### src/rtl/uart_hex_word_rx.sv
// 8N1 UART receiver with 16x oversampling, feeding a hex-line assembler that
// turns exactly eight hex digits terminated by CR into a 32-bit word.
module uart_hex_word_rx #(
  parameter int CLK_HZ = 100000000,
  parameter int BAUD   = 115200
) (
  input  logic        clk,
  input  logic        rst,
  input  logic        rx,
  output logic [7:0]  byte_data,
  output logic        byte_valid,
  output logic [31:0] word,
  output logic        word_valid,
  output logic        frame_err,
  output logic        hex_err
);

  localparam int DIV   = CLK_HZ / (BAUD * 16);
  localparam int DIV_W = (DIV > 1) ? $clog2(DIV) : 1;
  localparam logic [7:0] CH_CR = 8'h0D;
  localparam logic [7:0] CH_LF = 8'h0A;

  typedef enum logic [1:0] {S_IDLE, S_START, S_DATA, S_STOP} byte_st_t;
  typedef enum logic {A_ASSEMBLE, A_DISCARD} asm_st_t;

  // Returns {is_hex, nibble} for an ASCII character.
  function automatic logic [4:0] hex_decode(input logic [7:0] c);
    logic [7:0] v;
    v = 8'h00;
    if (c >= 8'h30 && c <= 8'h39) begin
      v = c - 8'h30;
      return {1'b1, v[3:0]};
    end else if (c >= 8'h41 && c <= 8'h46) begin
      v = c - 8'h37;
      return {1'b1, v[3:0]};
    end else if (c >= 8'h61 && c <= 8'h66) begin
      v = c - 8'h57;
      return {1'b1, v[3:0]};
    end
    return 5'b0_0000;
  endfunction

  logic             r_rx_meta, r_rx_sync;
  logic [DIV_W-1:0] r_div_cnt;
  logic             r_tick;
  byte_st_t         r_bst, w_bst_nxt;
  logic [3:0]       r_phase, w_phase_nxt;
  logic [2:0]       r_bit_cnt, w_bit_nxt;
  logic [7:0]       r_shift, w_shift_nxt;
  logic             w_byte_done, w_frame_bad;
  asm_st_t          r_ast, w_ast_nxt;
  logic [3:0]       r_nib, w_nib_nxt;
  logic [31:0]      r_acc, w_acc_nxt;
  logic             w_word_ld, w_herr;
  logic [4:0]       w_hex;

  // Synchronizer and free-running 16x tick
  always_ff @(posedge clk or posedge rst) begin
    if (rst) begin
      r_rx_meta <= 1'b1;
      r_rx_sync <= 1'b1;
      r_div_cnt <= '0;
      r_tick    <= 1'b0;
    end else begin
      r_rx_meta <= rx;
      r_rx_sync <= r_rx_meta;
      if (r_div_cnt == DIV_W'(DIV - 1)) begin
        r_div_cnt <= '0;
        r_tick    <= 1'b1;
      end else begin
        r_div_cnt <= r_div_cnt + 1'b1;
        r_tick    <= 1'b0;
      end
    end
  end

  // Byte FSM: state register
  always_ff @(posedge clk or posedge rst) begin
    if (rst) begin
      r_bst     <= S_IDLE;
      r_phase   <= 4'd0;
      r_bit_cnt <= 3'd0;
    end else begin
      r_bst     <= w_bst_nxt;
      r_phase   <= w_phase_nxt;
      r_bit_cnt <= w_bit_nxt;
    end
  end

  always_ff @(posedge clk) begin
    r_shift <= w_shift_nxt;
  end

  always_comb begin
    w_bst_nxt   = r_bst;
    w_phase_nxt = r_phase;
    w_bit_nxt   = r_bit_cnt;
    w_shift_nxt = r_shift;
    w_byte_done = 1'b0;
    w_frame_bad = 1'b0;
    case (r_bst)
      S_IDLE: begin
        w_phase_nxt = 4'd0;
        w_bit_nxt   = 3'd0;
        if (!r_rx_sync) w_bst_nxt = S_START;
      end
      S_START: begin
        if (r_tick) begin
          if (r_phase == 4'd7) begin
            w_phase_nxt = 4'd0;
            w_bst_nxt   = r_rx_sync ? S_IDLE : S_DATA;
          end else begin
            w_phase_nxt = r_phase + 4'd1;
          end
        end
      end
      S_DATA: begin
        if (r_tick) begin
          if (r_phase == 4'd15) begin
            w_phase_nxt = 4'd0;
            w_shift_nxt = {r_rx_sync, r_shift[7:1]};
            w_bit_nxt   = r_bit_cnt + 3'd1;
            if (r_bit_cnt == 3'd7) w_bst_nxt = S_STOP;
          end else begin
            w_phase_nxt = r_phase + 4'd1;
          end
        end
      end
      S_STOP: begin
        if (r_tick) begin
          if (r_phase == 4'd15) begin
            w_phase_nxt = 4'd0;
            w_bst_nxt   = S_IDLE;
            w_byte_done = r_rx_sync;
            w_frame_bad = !r_rx_sync;
          end else begin
            w_phase_nxt = r_phase + 4'd1;
          end
        end
      end
      default: w_bst_nxt = S_IDLE;
    endcase
  end

  always_ff @(posedge clk or posedge rst) begin
    if (rst) begin
      byte_data  <= 8'h00;
      byte_valid <= 1'b0;
      frame_err  <= 1'b0;
    end else begin
      byte_valid <= w_byte_done;
      frame_err  <= w_frame_bad;
      if (w_byte_done) byte_data <= r_shift;
    end
  end

  // Hex assembler: consumes the registered byte/frame-error pulses
  assign w_hex = hex_decode(byte_data);

  always_comb begin
    w_ast_nxt = r_ast;
    w_nib_nxt = r_nib;
    w_acc_nxt = r_acc;
    w_word_ld = 1'b0;
    w_herr    = 1'b0;
    if (frame_err) begin
      w_ast_nxt = A_DISCARD;
      w_nib_nxt = 4'd0;
      w_acc_nxt = 32'd0;
    end else if (byte_valid && byte_data != CH_LF) begin
      if (r_ast == A_ASSEMBLE) begin
        if (byte_data == CH_CR) begin
          w_nib_nxt = 4'd0;
          w_acc_nxt = 32'd0;
          if (r_nib == 4'd8) w_word_ld = 1'b1;
          else               w_herr    = 1'b1;
        end else if (w_hex[4] && r_nib < 4'd8) begin
          w_acc_nxt = {r_acc[27:0], w_hex[3:0]};
          w_nib_nxt = r_nib + 4'd1;
        end else begin
          w_herr    = 1'b1;
          w_ast_nxt = A_DISCARD;
          w_nib_nxt = 4'd0;
          w_acc_nxt = 32'd0;
        end
      end else if (byte_data == CH_CR) begin
        w_ast_nxt = A_ASSEMBLE;
        w_nib_nxt = 4'd0;
        w_acc_nxt = 32'd0;
      end
    end
  end

  always_ff @(posedge clk or posedge rst) begin
    if (rst) begin
      r_ast      <= A_ASSEMBLE;
      r_nib      <= 4'd0;
      r_acc      <= 32'd0;
      word       <= 32'd0;
      word_valid <= 1'b0;
      hex_err    <= 1'b0;
    end else begin
      r_ast      <= w_ast_nxt;
      r_nib      <= w_nib_nxt;
      r_acc      <= w_acc_nxt;
      word_valid <= w_word_ld;
      hex_err    <= w_herr;
      if (w_word_ld) word <= r_acc;
    end
  end

endmodule

### config.mk
export PLATFORM = sky130hd
export DESIGN_NAME = uart_hex_word_rx
export DESIGN_NICKNAME = d
export VERILOG_FILES = /design/src/rtl/uart_hex_word_rx.sv
export SDC_FILE = /design/constraint.sdc
export NUM_CORES = 1
export LEC_CHECK = 0
export ABC_AREA = 1
export CORE_ASPECT_RATIO = 0.75
export CORE_MARGIN = 5
export CORE_UTILIZATION = 40
export CTS_BUF_LIST = sky130_fd_sc_hd__clkbuf_2
export CTS_CLUSTER_SIZE = 24
export DETAILED_ROUTE_END_ITERATION = 6
export DONT_BUFFER_PORTS = 1
export GPL_TIMING_DRIVEN = 0
export PLACE_DENSITY = 0.61
export SYNTH_ARGS = -nofsm -noshare
export SYNTH_HDL_FRONTEND = slang
export SYNTH_SLANG_ARGS = --single-unit
### constraint.sdc
create_clock -name clk -period 8.95 [get_ports clk]
set_clock_uncertainty 0.1 [all_clocks]
set_input_delay 1.3425 -clock clk [delete_from_list [all_inputs] [get_ports clk]]
set_output_delay 1.3425 -clock clk [all_outputs]
set_load 0.1 [all_outputs]
======== After elaboration in Yosys (flattened, before gate mapping) ========
Index checks and enable logic that the tools add are counted.
Widths: inputs -> output; s select.
cells by class
  $add $sub $neg .......................... 7
  magnitude comparators ................... 7
  equal/unequal tests ..................... 20
  multiplexer cells ....................... 61
  reduce and logical (&&, ||, !) cells .... 15
operator list
  operator             count
  $mux 32              6
  $mux 4               10
  $mux 1               26
  $mux 5               4
  $mux 2               9
  $ge 8x7->1 const B   2
  $le 8x7->1 const B   2
  $ne 2x2->1 const B   8
  $pmux 4 s3           1
  $add 4x1->4 const B  2
  $eq 4x4->1 const B   2
  $eq 8x4->1 const B   1
  $ge 8x6->1 const B   1
  $le 8x6->1 const B   1
  $ne 8x4->1 const B   1
  $pmux 2 s4           1
  $reduce_and 8->1     1
  $sub 4x3->4 const B  2
  $add 6x1->6 const B  1
  $eq 6x6->1 const B   1
  $mux 3               2
  $mux 6               1
  $pmux 3 s2           1
  $reduce_and 3->1     2
  15 further kinds     22
word-level totals
  flip-flop bits (word level) ............. 107
  input port bits ......................... 3
  output and inout bits ................... 44
  logic and storage cells ................. 127

======== Longest topological paths before layout ========
Gate-level depths: netlist of run 1.
  depth after elaboration ................. 12
  depth in mapped cells ................... 11
  mapped depth without buffers ............ 10

======== Worst setup path before layout of run 1 ========
OpenSTA, ideal clock, no wires.
  path kind ............................... register to output
  start point ............................. register byte_data[2]
  end point ............................... output port byte_data[2]
  arrival time ............................ 1009 ps
  required time ........................... 7507 ps
  path slack .............................. 6498 ps
  stages on the path, launching flop included .. 1
  cells stage by stage .................... dfrtp_1
RTL lines
  what                    line  source
  from (decl)             10    output logic [7:0] byte_data,
  from (signal assigned)  153   if (w_byte_done) byte_data <= r_shift;
No word-level cell between the ends.

======== Worst setup path after layout of run 1 ========
  start point ............................. register byte_data[2]
  end point ............................... output port byte_data[2]
No word-level cell between the ends.

==> summary.txt, run 1 <==
Critical path
  – CP Data Required Time: 7.51 ns
  – Setup crit start kind: flip-flop
  – Crit-path max FO: 7
  – CP endpoint kind: output port
  – CP arrival: 1.74 ns
  – Setup CP Type: flip-flop to output port

Timing
  – Worst-margin pin slew: between 1 and 1.5 ns
  – F_max: approximately 310 MHz
  – Setup violators final: 0
  – Slew headroom: approximately a quarter
  – Post-Route Setup TNS: 0 ns
  – Minimum clock period after layout: 3.18 ns
  – Hold Vio Cnt, Final: 0
  – Final period utilization: between 30% and 40%
  – RSZ-0062 raised after global routing: no
  – Max-slew violations: 0
  – Worst hold slack: approximately 0.28 ns

Detailed routing
  – Routed Antenna Nets: 0
  – Vias after detailed routing: 3184
  – Average wire per standard cell: between 10 and 15 um
  – Final WL: a little under 9000 um
  – DRT Pass-1 Iters: 4
  – Via density: around 4.8
  – DRC violations left: 0
  – 1st-iter DRT viols: ~160

Clock network
  – Clk pin slew, worst setup/hold paths: between 0.2 and 0.3 ns
  – Worst-skew pair later-pin latency: roughly 0.60 ns
  – TritonCTS clock tree: yes
  – Post-cts resize count: 0
  – CTS buffer count: 9
  – Clock tree buffer depth: 2
  – CTS Hold Buffers Added: 0
  – Root Buffer: clkbuf_2
  – Clk sinks: 107
  – Clock H-tree levels: 3
  – Post-CTS Setup Inserts: 0

Floorplanning
  – Ports: between 40 and 50
  – DIE HEIGHT: between 100 and 150 um
  – Die X: around 130 um
  – DIE AREA: around 14000 um^2
  – Core area: around 11000 um^2
  – Site row count: 33
  – Initial Utilization: 41.2%

Power
  – Net Sw Frac: 23.7%
  – Gate power share: 1.3%
  – P_int: between 0.5 and 0.6 mW
  – PnR Total Power: around 0.74 mW
  – Clock network power share: around 32%
  – Switching pwr: roughly 0.17 mW
  – Worst VDD drop: roughly 0.06 mV
  – PD cells: ~150 nW/um^2
  – P_leak: between 2 and 3 nW
  – Sequential share of power: ~67%

Finish
  – Diode count: 0
  – Final core occ: between 40% and 50%
  – Final net count: between 500 and 600
  – Area growth syn-to-layout: 7.35%
  – Share of layout cells above drive strength 1: about 8.4%

Run
  – Max-cap violations: 0

Synth
  – Top cell type's share of synthesized area: 53.4%
  – Syn_nets: ~520
  – Synthesized cell area: 4550 um^2
  – Sequential element share of the synthesized area: between 50% and 60%
  – Mean Syn Cell Area: a little under 9 um^2
  – Post-synth top flop: dfrtp_1
  – Ys Warns: 0
  – Netlist cell types: 27
  – Count leader, synth: nand2_1
  – Number of flops mapped to enable cells by yosys: 8
  – Syn Inst Count: a little over 500
  – Area leader, netlist: dfrtp_1
  – Flop and latch count out of synthesis: approximately 110
  – Commonest cells in the netlist: 252 x nand2_1, 97 x dfrtp_1, 32 x inv_1
  – Top area cells in the synthesized netlist: dfrtp_1 53%, nand2_1 21%, edfxtp_1 5.3%
  – Asr flop ratio synth: just over 90%

Global routing
  – Grt met2 use: a little over a fifth
  – Global-route usage over all layers: between 10% and 20%
  – First-pass GRT wire length: between 15000 and 20000 um
  – Largest net degree at the start of global routing: a little over 70
  – Busiest grt layer: met2
  – Met1 Use GR: between 10% and 20%
  – GR Util met3: about 5.3%
  – Initial antenna violation count: 0
  – Grt total ovfl: 0
  – Vias in the first global route: 3156

Placed design
  – Routability cong.: 0.791
  – Placed wire-length estimate: roughly 6200 um
  – Port Buf Inserts: 0

Hold path
  – Hold Crit Class: flip-flop to flip-flop

Run status
  – Status: completed
cell families after synthesis:
logic type | Yosys count | synth area share, %
compound gates | 26 | 2.94
xor+xnor | 6 | 1.16
fa+ha+maj | 11 | 3.03
buf+inv | 47 | 5.09
flops | 107 | 59.8
simple gates | 311 | 28.0
stage by stage:
stage,instance area (um^2),instances,worst slack [ns]
2_1_floorplan,4550,508,4.92
3_3_place_gp,4720,648,3.87
3_5_place_dp,4750,649,6.19
4_1_cts,4880,665,5.70
5_1_grt,4880,665,5.64
6_report,4880,665,5.77
final cells by class:
cell class	instances	area [um^2]
clock buffers	9	45.0
clock inverters	7	83.8
fillers	1040	6140
inverters	35	136
well taps	140	175
multi-input cells	354	1600
repair buffers	1	27.5
flip-flops and latches	107	2720
plain buffers	12	97.6
sequential cells by signal, summed over array words and instances (netlist names), named ones only:
register / flops
r_acc: 32
word: 32
byte_data: 8
r_shift: 8
r_div_cnt: 6
r_nib: 4
r_phase: 4
r_bit_cnt: 3
byte_valid: 1
frame_err: 1
hex_err: 1
r_ast: 1
r_bst: 1
r_rx_meta: 1
r_rx_sync: 1
r_tick: 1
word_valid: 1
placed cells by master (no fill, tap or decap), types with 2 or more instances in the layout:
cell,count
a21oi_1,8
buf_2,6
buf_6,6
clkbuf_2,9
clkinv_4,2
dfrtp_1,97
dfstp_2,2
edfxtp_1,8
ha_1,11
inv_1,31
inv_4,2
inv_6,2
nand2_1,252
nand2_2,3
nand3_1,17
nand3_2,2
nand4_1,6
nor2_1,21
nor2_4,3
nor3_1,4
o21ai_0,15
xor2_1,6
routing by layer:
layer  part of all wire, %  routed length [um]
met1                    47                4090
met2                    45                3890
met3                   6.2                 539
met4                   2.0                 171
met5                     0                   0
final timing paths:
path                                   start  slack, ns  cells after the start      endpoint
worst min-delay path               r_rx_meta       0.28                      0     r_rx_sync
worst min register to register     r_rx_meta       0.28                      0     r_rx_sync
worst max-delay path            byte_data[2]       5.77                      0  byte_data[2]
min in group asynchronous                rst       0.48                      1  r_div_cnt[0]
worst max register to register  byte_data[1]       6.12                     10      r_acc[8]
max in group asynchronous                rst       7.63                      2      r_acc[2]
power groups by stage:
stage	clock network (mW)	logic (mW)	registers, mW
final	0.235	0.00981	0.491
after global routing	0.268	0.0120	0.491
after CTS	0.248	0.0106	0.491
after detailed placement	0	0.0106	0.498
after global placement	0	0.00886	0.498
after floorplan	0	0.00649	0.498
Power figures use the tool's default switching activity.
==> run 2: changes to the inputs <==
==> constraint.sdc (replaced) <==
create_clock -name clk -period 3.1 [get_ports clk]
set_clock_uncertainty 0.1 [all_clocks]
set_input_delay 0.465 -clock clk [delete_from_list [all_inputs] [get_ports clk]]
set_output_delay 0.465 -clock clk [all_outputs]
set_load 0.1 [all_outputs]
==> run 2 against run 1 <==
- register-to-register slack got worse by 5.9 ns
- highest routed layer unchanged
- largest power group unchanged
- first-iteration DRC count increased by 2.5%
- largest cell class unchanged
- die area unchanged
- critical path depth increased by 10
- non-clock buffer count increased by 3
==> summary.txt, run 2 (synthesized netlist as in run 1, its figures left out) <==
Run status
  – Status: completed

Finish
  – Commonest non-fill, non-tap cells in the layout: 252 x nand2_1, 97 x dfrtp_1, 31 x inv_1, 21 x nor2_1, 17 x nand3_1
  – Diode count: 0 (unchanged)
  – Largest registers: r_acc x32, word x32
  – Commonest non-fill, non-tap cell in the layout: nand2_1
  – Final Cell Area: 4900 um^2 (+0.31%)
  – Final net count: 537 (+0.56%)
  – Filler cell count: 1042 (+0.19%)
  – Share of layout cells above drive strength 1: 8.52% (+0.14 points)
  – Area growth syn-to-layout: 7.68%
  – Final core occ: 44.4% (+0.14 points)

Timing
  – F_max: about 350 MHz
  – Worst-margin pin slew: 1.13 ns (-0.00156 ns)
  – Slew headroom: 25.0% (+0.10 points)
  – Hold Vio Cnt, Final: 0 (unchanged)
  – Final period utilization: 91.5%
  – Minimum clock period after layout: approximately 2.8 ns
  – Max-slew violations: 0 (unchanged)
  – RSZ-0062 raised after global routing: no
  – Worst hold slack: 0.275 ns (-0.00506 ns)
  – Post-Route Setup TNS: 0 ns (unchanged)
  – Setup violators final: 0 (unchanged)

Global routing
  – Vias in the first global route: 3200 (+1.4%)
  – Initial antenna violation count: 0 (unchanged)
  – Global-route usage over all layers: 14.1% (+0.32 points)
  – First-pass GRT wire length: 15300 um (+2.2%)
  – Grt total ovfl: 0 (unchanged)
  – Largest net degree at the start of global routing: 41 (-43%)

Critical path
  – Worst path max stage delay: about 1.1 ns
  – Crit-path cells: inv_1 -> ha_1 -> inv_1 -> nor2_1 -> a21oi_1 -> nand3_1 -> nor2_4 -> buf_6 -> nand2_1 -> nand2_1
  – CP endpoint kind: flip-flop
  – Setup crit start kind: flip-flop
  – Crit-path max FO: 10 (+3)
  – Delay-heaviest family, CP: flip-flops
  – CP arrival: 3.24 ns (+1.50 ns)
  – Setup CP Type: flip-flop to flip-flop
  – Buf/Inv on CP: 3
  – CP Data Required Time: 3.50 ns (-4.01 ns)
  – CP max-delay cell: dfrtp_1

Clock network
  – Clock tree buffer depth: 2 (unchanged)
  – CTS buffer count: 9 (unchanged)
  – Clock H-tree levels: 3 (unchanged)
  – Root Buffer: clkbuf_2
  – Clk pin slew, worst setup/hold paths: 0.26 ns (-0.02 ns)
  – Worst-skew pair later-pin latency: 0.56 ns (-0.04 ns)
  – TritonCTS clock tree: yes
  – Clk sinks: 107 (unchanged)

Placed design
  – Post-Place Cell Area: 4770 um^2 (+0.29%)
  – Routability cong.: 0.810 (+2.4%)
  – Placed wire-length estimate: 6350 um (+2.6%)
  – Port Buf Inserts: 0 (unchanged)

Power
  – Worst VDD drop: 0.233 mV (+290%)
  – P_leak: 2.58 nW (+0.45%)
  – PD cells: 426 nW/um^2 (+180%)

Floorplanning
  – DIE AREA: 13600 um^2 (unchanged)
  – DIE HEIGHT: 102 um (unchanged)
  – Site row count: 33 (unchanged)
  – Core area: 11000 um^2 (unchanged)
  – Initial Utilization: 41.2% (unchanged)
  – Die X: 133 um (unchanged)
  – Ports: 47 (unchanged)

Run
  – Max-cap violations: 0 (unchanged)

Detailed routing
  – Routed Antenna Nets: 0 (unchanged)
  – Vias after detailed routing: 3187 (+0.094%)
  – Final WL: 8980 um (+3.3%)
  – DRT Pass-1 Iters: 4 (unchanged)
  – Average wire per standard cell: 13.4 um (+2.9%)
  – Via density: 4.77 (-0.36%)
  – 1st-iter DRT viols: 166 (+2.5%)
  – DRC violations left: 0 (unchanged)

Hold path
  – Hold Crit Class: flip-flop to flip-flop
[run 2: cell types whose count changed in the layout (fill, tap and decap cells not counted)]
cell           before  now
clkinv_2            0    1
inv_6               2    0
dlygate4sd3_1       0    2
buf_16              1    0
buf_12              0    2
inv_8               1    0
clkbuf_2            9   12
clkinv_4            2    1
[run 2: what timing repair did]
item / CTS / global route
hold buffers: 2 / 0
buffers inserted: 0 / 0
hold endpoints to repair: 21 / 0
resized for setup: 0 / 0
[run 2: stage by stage]
| stage | setup WS (ns) | total power [mW] | cells |
|---|---|---|---|
| 6_report | 0.265 | 2.09 | 668 |
| 3_3_place_gp | 0.394 | 1.47 | 648 |
| 2_1_floorplan | 0.701 | 1.46 | 508 |
| 4_1_cts | 0.273 | 2.13 | 668 |
| 3_5_place_dp | 0.362 | 1.47 | 650 |
| 5_1_grt | 0.0977 | 2.18 | 668 |
[run 2: final cells by class]
class / instances / area, um^2 / area share, %
flip-flops and latches: 107 / 2720 / 55.6
clock buffers: 12 / 60.1 / 1.23
well taps: 140 / 175 / 3.58
plain buffers: 12 / 97.6 / 1.99
repair buffers: 4 / 60.1 / 1.23
inverters: 35 / 138 / 2.81
clock inverters: 4 / 50.0 / 1.02
multi-input cells: 354 / 1600 / 32.6
[run 2: worst register-to-register path: cells and delay by family, from the launching register on]
family,cells,cell delay [ns]
buffers and inverters,3,0.42
adder cells (fa/ha/maj),1,0.26
flip-flops,1,1.13
AO/OA/AOI/OAI,1,0.18
AND/OR/NAND/NOR,5,0.69
[run 2: path summary, 6_finish.rpt]
kind	endpoint	startpoint	depth (start not counted)	slack, ns
setup / recovery	r_acc[13]	byte_data[0]	10	0.26
hold / removal	r_rx_sync	r_rx_meta	0	0.27
setup reg to reg	r_acc[13]	byte_data[0]	10	0.26
hold reg to reg	r_rx_sync	r_rx_meta	0	0.27
max in group asynchronous	r_rx_sync	rst	3	1.96
min in group asynchronous	r_nib[0]	rst	2	0.28
[run 2: report_power, final]
group	switching, mW	internal [mW]	total, mW
clock	0.441	0.198	0.639
sequential	0.00111	1.41	1.42
combinational	0.0260	0.00707	0.0331
[run 2: metal layers]
metal	GRT usage (%)	wire length, um
met1	18.7	4380
met2	21.7	3850
met3	5.56	604
met4	4.11	141
met5	0	0
==> edit, RTL diff (flow settings as in run 2) <==
`CLK_HZ`: 100000000 -> 25000000.
--- a/src/rtl/uart_hex_word_rx.sv
+++ b/src/rtl/uart_hex_word_rx.sv
@@ -3,3 +3,3 @@
 module uart_hex_word_rx #(
-  parameter int CLK_HZ = 100000000,
+  parameter int CLK_HZ = 25000000,
   parameter int BAUD   = 115200
Behaviour: same outputs for any inputs over 10 cycles, from zero or initial values and one cycle with rst high; that may be too few to reach the edited logic, so the function may still have changed.
==> edit against run 2 <==
  * Worst setup slack gained 0.064 ns
  * Synthesized area grew 3.9%
  * Final area grew 4.5%
  * Clock power grew 14%
  * Total power grew 2.9%
  * Hold slack lost 0.062 ns
  * Wire length grew 7.3%
  * Sequential cell count shrank 2
  * Largest power group unchanged
  * Highest routed layer unchanged
==> edit: results (changes against run 2) <==
GP Congestion=0.847 (+4.5%); Gate power share=1.4% (-0.2 points); vias per cell=4.74 (-0.59%); Worst Hold Class=input port to asynchronous set/reset pin; worst slack at placement=0.208 ns (-0.154 ns); xor/xnor share of the synthesized area=1.11% (-0.043 points); compound-gate portion of the synthesized area=1.56% (-1.4 points); Routed WL per cell=12.8 um (-5.1%); setup slack after layout=0.329 ns (+0.0643 ns); Synth top cells by count=nand2_1, dfrtp_1, nor2_1; VDD IR max=220 uV (-5.3%); Worst EP arrival=3.18 ns (-0.06 ns); worst-skew pair later-pin latency=0.60 ns (+0.04 ns); Total GRT Usage=14.8% (+0.67 points); DP Cell Count=737 (+13%); sequential-to-total area share from yosys stat=56.5% (-3.3 points); largest net degree at the start of global routing=64 (+56%); first-pass GRT wire length=17100 um (+12%); total nets after synthesis=588 (+13%); asr flop ratio synth=92.4% (-0.14 points); reg2reg path depth=8 (-2); outcome=completed; die area=0.0141 mm2 (+3.5%); Worst Setup EP=word[10]$_DFFE_PP0P_; commonest non-fill, non-tap cell in the layout=nand2_1; placed wire-length estimate=6680 um (+5.1%); Syn Inst Count=574 (+13%); crit path launch=byte_data[2]$_DFFE_PP0P_; clock-pin slew on the worst setup and hold paths=0.28 ns (+0.02 ns); share of post-route cells with drive strength above 1=8.43% (-0.091 points); Antenna diodes=0 (unchanged); total chip power=0.00215 W (+2.9%); WHS=0.213 ns (-0.0618 ns); DP Area=0.00496 mm2 (+4.0%)
[edit: changes by cell type after synthesis, moves of 4 or more]
cell	run 2	this run
nand3_1	17	48
nor2_1	21	52
nand2_1	252	264
buf_2	6	14
o21ai_0	15	8
buf_6	6	0
a21oi_1	8	4
clkbuf_1	0	4
[edit: area by class of cell]
| class | count | area [um2] |
|---|---|---|
| buffer | 21 | 108 |
| clock buffer | 9 | 45.0 |
| clock inverter | 7 | 93.8 |
| fill | 1152 | 6450 |
| inverter | 35 | 134 |
| multi-input combinational | 413 | 1810 |
| sequential | 105 | 2670 |
| tap | 162 | 203 |
| timing repair buffer | 3 | 47.5 |
[edit: what timing repair did]
item / in CTS / in global routing
gates resized for setup: 0 / 2
hold buffers: 2 / 0
endpoints found under the hold margin: 36 / 0
setup endpoints to repair: 0 / 24
[edit: routing by layer]
layer	up-vias	wire length [um]	GRT usage, %
met2	84	4000	21.3
li1	1810	-	-
met5	-	0	0
met3	13	671	5.17
met4	0	125	4.39
met1	1674	4850	20.9
